<file path="config.mk">
export PLATFORM = sky130hd
export DESIGN_NAME = ft245a_device
export DESIGN_NICKNAME = d
export VERILOG_FILES = /design/src/rtl/ft245a_device_pkg.sv /design/src/rtl/ft245a_device_fifo.sv /design/src/rtl/ft245a_device.sv
export SDC_FILE = /design/constraint.sdc
export NUM_CORES = 1
export LEC_CHECK = 0
export BUFFER_PORTS_ARGS = -buffer_cell sky130_fd_sc_hd__buf_4
export CORE_ASPECT_RATIO = 1.75
export CORE_MARGIN = 2
export CORE_UTILIZATION = 35
export CTS_BUF_LIST = sky130_fd_sc_hd__clkbuf_16
export CTS_CLUSTER_SIZE = 40
export DETAILED_ROUTE_END_ITERATION = 12
export HOLD_SLACK_MARGIN = 0.06
export SLEW_MARGIN = 25
export SYNTH_ARGS = -nofsm -noshare
export SYNTH_HDL_FRONTEND = slang
export SYNTH_SLANG_ARGS = --single-unit
</file>
<file path="constraint.sdc">
create_clock -name ft_clk -period 2.85 [get_ports ft_clk]
set_input_delay 0.1425 -clock ft_clk [delete_from_list [all_inputs] [get_ports ft_clk]]
set_output_delay 0.1425 -clock ft_clk [all_outputs]
set_load 0.01 [all_outputs]
</file>
<file path="src/rtl/ft245a_device_pkg.sv">
// rtl/ft245a_device_pkg.sv - FSM state encodings and counter sizing helper for the FT245 device model
package ft245a_device_pkg;

  localparam logic [1:0] R_IDLE   = 2'd0;
  localparam logic [1:0] R_WAIT   = 2'd1;
  localparam logic [1:0] R_DATA   = 2'd2;
  localparam logic [1:0] R_RECOV  = 2'd3;

  localparam logic [1:0] W_IDLE   = 2'd0;
  localparam logic [1:0] W_ACTIVE = 2'd1;
  localparam logic [1:0] W_RECOV  = 2'd2;

  // Width able to hold 0..p inclusive, never narrower than two bits
  function automatic int cnt_w(input int p);
    return $clog2((p < 2) ? 2 : p) + 1;
  endfunction

endpackage

</file>
<file path="src/rtl/ft245a_device_fifo.sv">
// rtl/ft245a_device_fifo.sv - Synchronous first-word-fall-through FIFO with count/full/empty
module ft245a_device_fifo
  import ft245a_device_pkg::*;
#(
  parameter int W     = 8,
  parameter int DEPTH = 16
) (
  input  logic                        clk_i,
  input  logic                        rst_ni,
  input  logic                        push_i,
  input  logic [W-1:0]                push_data_i,
  input  logic                        pop_i,
  output logic [W-1:0]                pop_data_o,
  output logic [cnt_w(DEPTH)-1:0]     count_o,
  output logic                        full_o,
  output logic                        empty_o
);

  localparam int AW = $clog2(DEPTH);
  localparam int CW = cnt_w(DEPTH);

  logic [W-1:0]  mem_q [DEPTH];
  logic [AW-1:0] wr_q;
  logic [AW-1:0] rd_q;
  logic [CW-1:0] count_q;
  logic          do_push;
  logic          do_pop;

  assign full_o  = (count_q == CW'(DEPTH));
  assign empty_o = (count_q == '0);
  assign count_o = count_q;

  // A push at full is taken only alongside a pop; a pop at empty only alongside a push (bypass)
  assign do_push    = push_i & (!full_o | pop_i);
  assign do_pop     = pop_i & (!empty_o | push_i);
  assign pop_data_o = empty_o ? push_data_i : mem_q[rd_q];

  // Storage array; contents are discarded logically by the pointer reset
  always_ff @(posedge clk_i) begin
    if (do_push) mem_q[wr_q] <= push_data_i;
  end

  // Pointers wrap modulo depth, occupancy tracks pushes minus pops
  always_ff @(posedge clk_i or negedge rst_ni) begin
    if (!rst_ni) begin
      wr_q    <= '0;
      rd_q    <= '0;
      count_q <= '0;
    end else begin
      if (do_push) wr_q <= wr_q + AW'(1);
      if (do_pop)  rd_q <= rd_q + AW'(1);
      count_q <= count_q + CW'(do_push) - CW'(do_pop);
    end
  end

endmodule

</file>
<file path="src/rtl/ft245a_device.sv">
// rtl/ft245a_device.sv - FT245 async FIFO device-side model; FT245A_DEVICE_SYNC_EN adds input synchronizers
module ft245a_device
  import ft245a_device_pkg::*;
#(
  parameter int DATA_W       = 8,
  parameter int RX_DEPTH     = 16,
  parameter int TX_DEPTH     = 16,
  parameter int RD_DELAY     = 2,
  parameter int RXF_INACTIVE = 3,
  parameter int TXE_INACTIVE = 3
) (
  input  logic              ft_clk,
  input  logic              ft_rst,
  output logic              ft_rxfn,
  output logic              ft_txen,
  input  logic              ft_rdn,
  input  logic              ft_wrn,
  output logic [DATA_W-1:0] ft_data_out,
  output logic              ft_data_oe,
  input  logic [DATA_W-1:0] ft_data_in,
  input  logic [DATA_W-1:0] host_tx_data,
  input  logic              host_tx_valid,
  output logic              host_tx_ready,
  output logic [DATA_W-1:0] host_rx_data,
  output logic              host_rx_valid,
  input  logic              host_rx_ready,
  output logic              protocol_err
);

  localparam int RDC_W = cnt_w(RD_DELAY);
  localparam int RRC_W = cnt_w(RXF_INACTIVE);
  localparam int WRC_W = cnt_w(TXE_INACTIVE);
  localparam int RXN_W = cnt_w(RX_DEPTH);
  localparam int TXN_W = cnt_w(TX_DEPTH);

  logic              rdn_s;
  logic              wrn_s;
  logic [DATA_W-1:0] din_s;

`ifdef FT245A_DEVICE_SYNC_EN
  logic [1:0]        rdn_sync_q;
  logic [1:0]        wrn_sync_q;
  logic [DATA_W-1:0] din_sync0_q;
  logic [DATA_W-1:0] din_sync1_q;

  // Two-flop synchronizers for strobes and bus driven from another clock domain
  always_ff @(posedge ft_clk or negedge ft_rst) begin
    if (!ft_rst) begin
      rdn_sync_q  <= 2'b11;
      wrn_sync_q  <= 2'b11;
      din_sync0_q <= '0;
      din_sync1_q <= '0;
    end else begin
      rdn_sync_q  <= {rdn_sync_q[0], ft_rdn};
      wrn_sync_q  <= {wrn_sync_q[0], ft_wrn};
      din_sync0_q <= ft_data_in;
      din_sync1_q <= din_sync0_q;
    end
  end

  assign rdn_s = rdn_sync_q[1];
  assign wrn_s = wrn_sync_q[1];
  assign din_s = din_sync1_q;
`else
  assign rdn_s = ft_rdn;
  assign wrn_s = ft_wrn;
  assign din_s = ft_data_in;
`endif

  logic [DATA_W-1:0] rx_head;
  logic [RXN_W-1:0]  rx_count;
  logic              rx_full;
  logic              rx_empty;
  logic              rx_push;
  logic              rx_pop;
  logic [TXN_W-1:0]  tx_count;
  logic              tx_full;
  logic              tx_empty;
  logic              tx_pop;

  logic              ready_en_q;
  logic              err_q;
  logic              rd_err;
  logic              wr_err;

  logic [1:0]        rd_state_q, rd_state_d;
  logic [RDC_W-1:0]  rd_cnt_q, rd_cnt_d;
  logic [RRC_W-1:0]  rd_rec_q, rd_rec_d;
  logic [DATA_W-1:0] data_out_q, data_out_d;
  logic              oe_q, oe_d;
  logic              rxfn_q;

  logic [1:0]        wr_state_q, wr_state_d;
  logic [WRC_W-1:0]  wr_rec_q, wr_rec_d;
  logic [DATA_W-1:0] wdata_q, wdata_d;
  logic              tx_push_q, tx_push_d;
  logic              txen_q;

  assign rx_push       = host_tx_valid & host_tx_ready;
  assign tx_pop        = host_rx_valid & host_rx_ready;
  assign host_tx_ready = ready_en_q & !rx_full;
  assign host_rx_valid = !tx_empty;
  assign ft_rxfn       = rxfn_q;
  assign ft_txen       = txen_q;
  assign ft_data_out   = data_out_q;
  assign ft_data_oe    = oe_q;
  assign protocol_err  = err_q;

  ft245a_device_fifo #(.W(DATA_W), .DEPTH(RX_DEPTH)) u_rx_fifo (
    .clk_i       (ft_clk),
    .rst_ni      (ft_rst),
    .push_i      (rx_push),
    .push_data_i (host_tx_data),
    .pop_i       (rx_pop),
    .pop_data_o  (rx_head),
    .count_o     (rx_count),
    .full_o      (rx_full),
    .empty_o     (rx_empty)
  );

  ft245a_device_fifo #(.W(DATA_W), .DEPTH(TX_DEPTH)) u_tx_fifo (
    .clk_i       (ft_clk),
    .rst_ni      (ft_rst),
    .push_i      (tx_push_q),
    .push_data_i (wdata_q),
    .pop_i       (tx_pop),
    .pop_data_o  (host_rx_data),
    .count_o     (tx_count),
    .full_o      (tx_full),
    .empty_o     (tx_empty)
  );

  // Read FSM next state: strobe accept, data delay, pop on release, recovery hold-off
  always_comb begin
    rd_state_d = rd_state_q;
    rd_cnt_d   = rd_cnt_q;
    rd_rec_d   = rd_rec_q;
    data_out_d = data_out_q;
    oe_d       = oe_q;
    rx_pop     = 1'b0;
    rd_err     = 1'b0;
    case (rd_state_q)
      R_IDLE: begin
        if (!rdn_s) begin
          if (!rxfn_q && (rx_count != '0)) begin
            rd_state_d = R_WAIT;
            rd_cnt_d   = RDC_W'(1);
            oe_d       = 1'b1;
          end else begin
            rd_err = 1'b1;
          end
        end
      end
      R_WAIT: begin
        if (rdn_s) begin
          rx_pop     = 1'b1;
          rd_err     = 1'b1;
          rd_state_d = R_RECOV;
          rd_rec_d   = RRC_W'(1);
          oe_d       = 1'b0;
          data_out_d = '0;
        end else if (rd_cnt_q >= RDC_W'(RD_DELAY)) begin
          rd_state_d = R_DATA;
          data_out_d = rx_head;
        end else begin
          rd_cnt_d = rd_cnt_q + RDC_W'(1);
        end
      end
      R_DATA: begin
        if (rdn_s) begin
          rx_pop     = 1'b1;
          rd_state_d = R_RECOV;
          rd_rec_d   = RRC_W'(1);
          oe_d       = 1'b0;
          data_out_d = '0;
        end
      end
      R_RECOV: begin
        if (rd_rec_q >= RRC_W'(RXF_INACTIVE)) rd_state_d = R_IDLE;
        else                                  rd_rec_d   = rd_rec_q + RRC_W'(1);
      end
      default: rd_state_d = R_IDLE;
    endcase
  end

  // Read FSM registers and registered ft_rxfn
  always_ff @(posedge ft_clk or negedge ft_rst) begin
    if (!ft_rst) begin
      rd_state_q <= R_IDLE;
      rd_cnt_q   <= '0;
      rd_rec_q   <= '0;
      data_out_q <= '0;
      oe_q       <= 1'b0;
      rxfn_q     <= 1'b1;
    end else begin
      rd_state_q <= rd_state_d;
      rd_cnt_q   <= rd_cnt_d;
      rd_rec_q   <= rd_rec_d;
      data_out_q <= data_out_d;
      oe_q       <= oe_d;
      rxfn_q     <= !((rd_state_q == R_IDLE) && !rx_empty);
    end
  end

  // Write FSM next state: a write colliding with a read strobe or with ft_txen high is dropped
  always_comb begin
    wr_state_d = wr_state_q;
    wr_rec_d   = wr_rec_q;
    wdata_d    = wdata_q;
    tx_push_d  = 1'b0;
    wr_err     = 1'b0;
    case (wr_state_q)
      W_IDLE: begin
        if (!wrn_s) begin
          if (!rdn_s || txen_q || (tx_count == TXN_W'(TX_DEPTH))) begin
            wr_err = 1'b1;
          end else begin
            wr_state_d = W_ACTIVE;
            wdata_d    = din_s;
          end
        end
      end
      W_ACTIVE: begin
        if (wrn_s) begin
          tx_push_d  = 1'b1;
          wr_state_d = W_RECOV;
          wr_rec_d   = WRC_W'(1);
        end else begin
          wdata_d = din_s;
        end
      end
      W_RECOV: begin
        if (wr_rec_q >= WRC_W'(TXE_INACTIVE)) wr_state_d = W_IDLE;
        else                                  wr_rec_d   = wr_rec_q + WRC_W'(1);
      end
      default: wr_state_d = W_IDLE;
    endcase
  end

  // Write FSM registers; the captured word enters the TX buffer one cycle after release
  always_ff @(posedge ft_clk or negedge ft_rst) begin
    if (!ft_rst) begin
      wr_state_q <= W_IDLE;
      wr_rec_q   <= '0;
      wdata_q    <= '0;
      tx_push_q  <= 1'b0;
      txen_q     <= 1'b1;
    end else begin
      wr_state_q <= wr_state_d;
      wr_rec_q   <= wr_rec_d;
      wdata_q    <= wdata_d;
      tx_push_q  <= tx_push_d;
      txen_q     <= !((wr_state_q == W_IDLE) && !tx_full);
    end
  end

  // Host-ready enable and sticky protocol violation flag
  always_ff @(posedge ft_clk or negedge ft_rst) begin
    if (!ft_rst) begin
      ready_en_q <= 1'b0;
      err_q      <= 1'b0;
    end else begin
      ready_en_q <= 1'b1;
      err_q      <= err_q | rd_err | wr_err | (!rdn_s & !wrn_s);
    end
  end

endmodule

</file>
==> results by group <==
Global routing
  – Initial antenna violation count: 0
  – Largest net degree at the start of global routing: 61
  – GRT Overall Usage: 14.06%
  – First-pass GRT wire length: 41760 um
  – Vias in the first global route: 7353
  – GRT Residual Overflow: 0

Worst setup path
  – CP Launch Type: register
  – R2R setup slack: 0.14 ns
  – Crit-path max cell delay: 0.48 ns
  – CP startpoint: u_rx_fifo.count_o[2]
  – Worst Path Arrival: 3.18 ns
  – Worst r2r src: u_rx_fifo.count_o[2]
  – R2R cell count: 14
  – Most frequent CP cell: inv_1
  – Critical Path End: u_rx_fifo.count_o[4]
  – Crit-path slowest cell: or4b_4
  – Worst EP required: 3.32 ns
  – Crit path capture type: register
  – Worst setup path category: reg -> reg
  – CP max FO: 3
  – Cells along the critical path: inv_2 > ha_4 > or4b_4 > a31oi_4 > nor2_1 > ha_1 > inv_1 > ha_1 > inv_1 > fa_2 > inv_1 > a21oi_1 > o21bai_1 > xnor2_1
  – R2R Path End: u_rx_fifo.count_o[4]

Flow run
  – Max-cap viol count: 0

STA
  – Tcrit/Tclk final: 95.13%
  – Slew Limit Fails: 0
  – Total Neg Setup Slack: 0 ns
  – Max Clock Freq: 368.9 MHz
  – Tmin final: 2.711 ns
  – Fin. Hold Viols: 0
  – # setup viols final: 0
  – Final Skew: 0.01228 ns
  – RSZ-0062 raised after global routing: false
  – Worst-margin pin slew: 0.8806 ns
  – Slew margin rel.: 41.30%

Synthesis
  – Primary FF master, synth: edfxtp_1
  – Asr flop ratio synth: 18.99%
  – EDFF count, synth: 256
  – Syn nets: 812
  – Cells after synthesis: 757
  – Unique masters post-synth: 63
  – Adder-cell share of the synthesized area: 3.241%
  – Synth Register Bits: 316
  – Number of synthesis warnings: 0
  – Post-Syn Area: 13200 um^2
  – XOR/XNOR share of the synthesized area: 1.327%
  – Mapped Avg Cell Area: 17.44 um^2
  – Sequential area share after synthesis: 69.61%
  – Largest family of logic cells by synthesized area: multiplexers
  – Simple-Gate Fraction of Synth Area: 4.113%
  – Proportion of synthesized area in mux cells: 13.00%
  – Synth Area in Compound Gates: 5.894%

Power and ir drop
  – NetSw: 0.004672 W
  – Tot Pwr: 0.01484 W
  – Switch share: 31.48%
  – Worst VDD drop: 0.6385 mV
  – Pwr per Cell Area: 959.1 nW/um^2
  – Combinational fraction of design power: 30.2%
  – Flop pwr share: 44.6%
  – Cell-internal power: 0.01017 W
  – Leakage power: 5.574 nW
  – Clock group share of total power: 25.2%

Final layout
  – Antenna diodes: 0
  – Layout cell share with drive strength beyond 1: 24.00%
  – Final #Nets: 929
  – Post-layout util: 41.37%
  – Fillcell total: 3394
  – Area grow syn2layout: 17.19%

Detailed routing
  – Remaining antenna violation count after routing: 0
  – DRC violations left: 0
  – DR vias: 6880
  – Routed wire length: 27100 um
  – Drt first pass iters: 4
  – Post-DR wirelength/cell: 19.70 um
  – Vias/cell: 5.000
  – 1st-iter DRT viols: 355

Clock network
  – Clock slew at reported path FFs: 0.06 ns
  – Clock Path Buffers: 3
  – Clk_lat worst skew: 0.55 ns
  – CTS root buffer: clkbuf_16
  – CTS sink count: 316
  – Clock tree from TritonCTS: done
  – Num CTS Buffers: 28
  – H-tree Lvls: 1

Floorplanning
  – Core Rows: 94
  – Die height: 260.9 um
  – # IOs: 44
  – Total die area: 39360 um^2
  – Core Region: 37400 um^2
  – Initial core utilization: 35.30%
  – Horiz. Die Dim: 150.8 um

Placed design
  – DP HPWL: 18530 um
  – Port Buffers: 43
  – GP Congestion: 0.7635

Status
  – Status: finished clean

Worst hold path
  – Hold WC Path Type: in -> reg
layer usage:
metal | track usage [%] | vias to the layer above | part of all wire (%)
met5 | 0 | - | 0
met4 | 4.621 | 0 | 2.2
met3 | 1.794 | 43 | 2.6
met2 | 28.75 | 99 | 60
met1 | 14.25 | 3533 | 35
li1 | - | 3205 | -
sequential cells by signal, summed over array words and instances (netlist names), 2 cells and up:
signal             count
ft_data_out            8
rd_cnt_q               2
rd_rec_q               3
rd_state_q             2
u_rx_fifo.count_o      5
u_rx_fifo.mem_q      128
u_rx_fifo.rd_q         4
u_rx_fifo.wr_q         4
u_tx_fifo.count_o      5
u_tx_fifo.mem_q      128
u_tx_fifo.rd_q         4
u_tx_fifo.wr_q         4
wdata_q                8
wr_rec_q               3
wr_state_q             2
Yosys cell counts, types with 4 or more instances:
master / count / area, um^2
mux4_2: 35 / 788.3
clkbuf_1: 10 / 37.54
o21ai_0: 25 / 125.1
o211ai_1: 13 / 97.59
buf_2: 6 / 30.03
a22oi_1: 23 / 172.7
ha_1: 31 / 387.9
inv_1: 32 / 120.1
buf_6: 7 / 78.83
nor2_1: 35 / 131.4
mux2_2: 25 / 281.5
nor3_1: 11 / 55.05
mux2i_1: 20 / 200.2
xor2_1: 8 / 70.07
buf_4: 4 / 30.03
nand2_1: 29 / 108.9
a221o_1: 8 / 80.08
nand2b_1: 6 / 37.54
a21oi_1: 25 / 125.1
mux4_1: 17 / 446.7
xnor2_1: 12 / 105.1
dfrtp_1: 58 / 1451
edfxtp_1: 256 / 7687
repair_timing:
action | in CTS | in global routing
setup buffers | 0 | 2
resized for setup | 5 | 7
hold buffers | 21 | 0
endpoints found under the hold margin | 209 | 0
endpoints found under the setup margin | 8 | 9
pin swaps | 1 | 1
area by class of cell:
class	count	area [um^2]	share of cell area, %
Clock buffer	29	725.7	4.690
Clock inverter	23	185.2	1.197
Multi-Input combinational cell	374	3674	23.74
Inverter	33	127.6	0.8248
Timing Repair Buffer	121	964.7	6.234
Tap cell	480	600.6	3.881
Sequential cell	316	9196	59.43
metrics by stage:
step / hold slack (ns) / cell area, um^2 / std cells / worst slack [ns]
floorplan: -0.1531 / 13200 / 757 / 0.07281
global placement: 0.3095 / 14300 / 1301 / 0.02963
detailed placement: 0.3251 / 14300 / 1301 / 0.01400
CTS: 0.1398 / 15440 / 1374 / 0.04166
global route: 0.1872 / 15470 / 1376 / 0.00002887
finish: 0.1611 / 15470 / 1376 / 0.1389
layout by cell type, fill, tap and decap left out, types with 6 or more instances in the layout:
cell,count
a21oi_1,25
a221o_1,8
a22oi_1,23
buf_4,99
clkbuf_16,29
clkinv_1,6
dfrtp_1,56
dlygate4sd3_1,21
edfxtp_1,256
ha_1,30
inv_1,38
mux2_2,25
mux2i_1,20
mux4_1,17
mux4_2,35
nand2_1,29
nand2b_1,6
nor2_1,35
nor3_1,11
o211ai_1,13
o21ai_0,25
xnor2_1,12
xor2_1,8
critical path, delay by kind of cell (launching register included):
| family | cells | cell delay [ns] |
|---|---|---|
| fa+ha+maj | 4 | 0.91 |
| simple gates | 2 | 0.56 |
| compound gates | 3 | 0.40 |
| flops | 1 | 0.39 |
| buf+inv | 4 | 0.25 |
| xor+xnor | 1 | 0.13 |
how the worst min path moves through the flow:
stage	from	endpoint	slack [ns]	depth (start not counted)
4_1_cts	host_tx_valid	u_rx_fifo.rd_q[0]	0.14	5
2_1_floorplan	ft_rst	ft_data_oe	-0.15	0
3_5_place_dp	ft_rst	ft_data_out[5]	0.33	1
3_3_place_gp	ft_rst	ft_data_out[2]	0.31	1
5_1_grt	host_tx_valid	u_rx_fifo.rd_q[0]	0.19	5
6_report	host_tx_valid	u_rx_fifo.rd_q[0]	0.16	5
cells by family after synthesis:
family / Yosys count
fa+ha+maj: 33
flops: 316
mux: 97
simple gates: 107
xor+xnor: 20
other cells: 1
buf+inv: 67
compound gates: 116
power by group through the flow:
stage | registers, W | logic (W) | clock network [W]
global route | 0.00672 | 0.00497 | 0.00401
finish | 0.00661 | 0.00449 | 0.00374
CTS | 0.00663 | 0.00451 | 0.00384
detailed placement | 0.00671 | 0.00445 | 0
global placement | 0.00668 | 0.00440 | 0
floorplan | 0.00633 | 0.00347 | 0
Power figures use the tool's default switching activity.
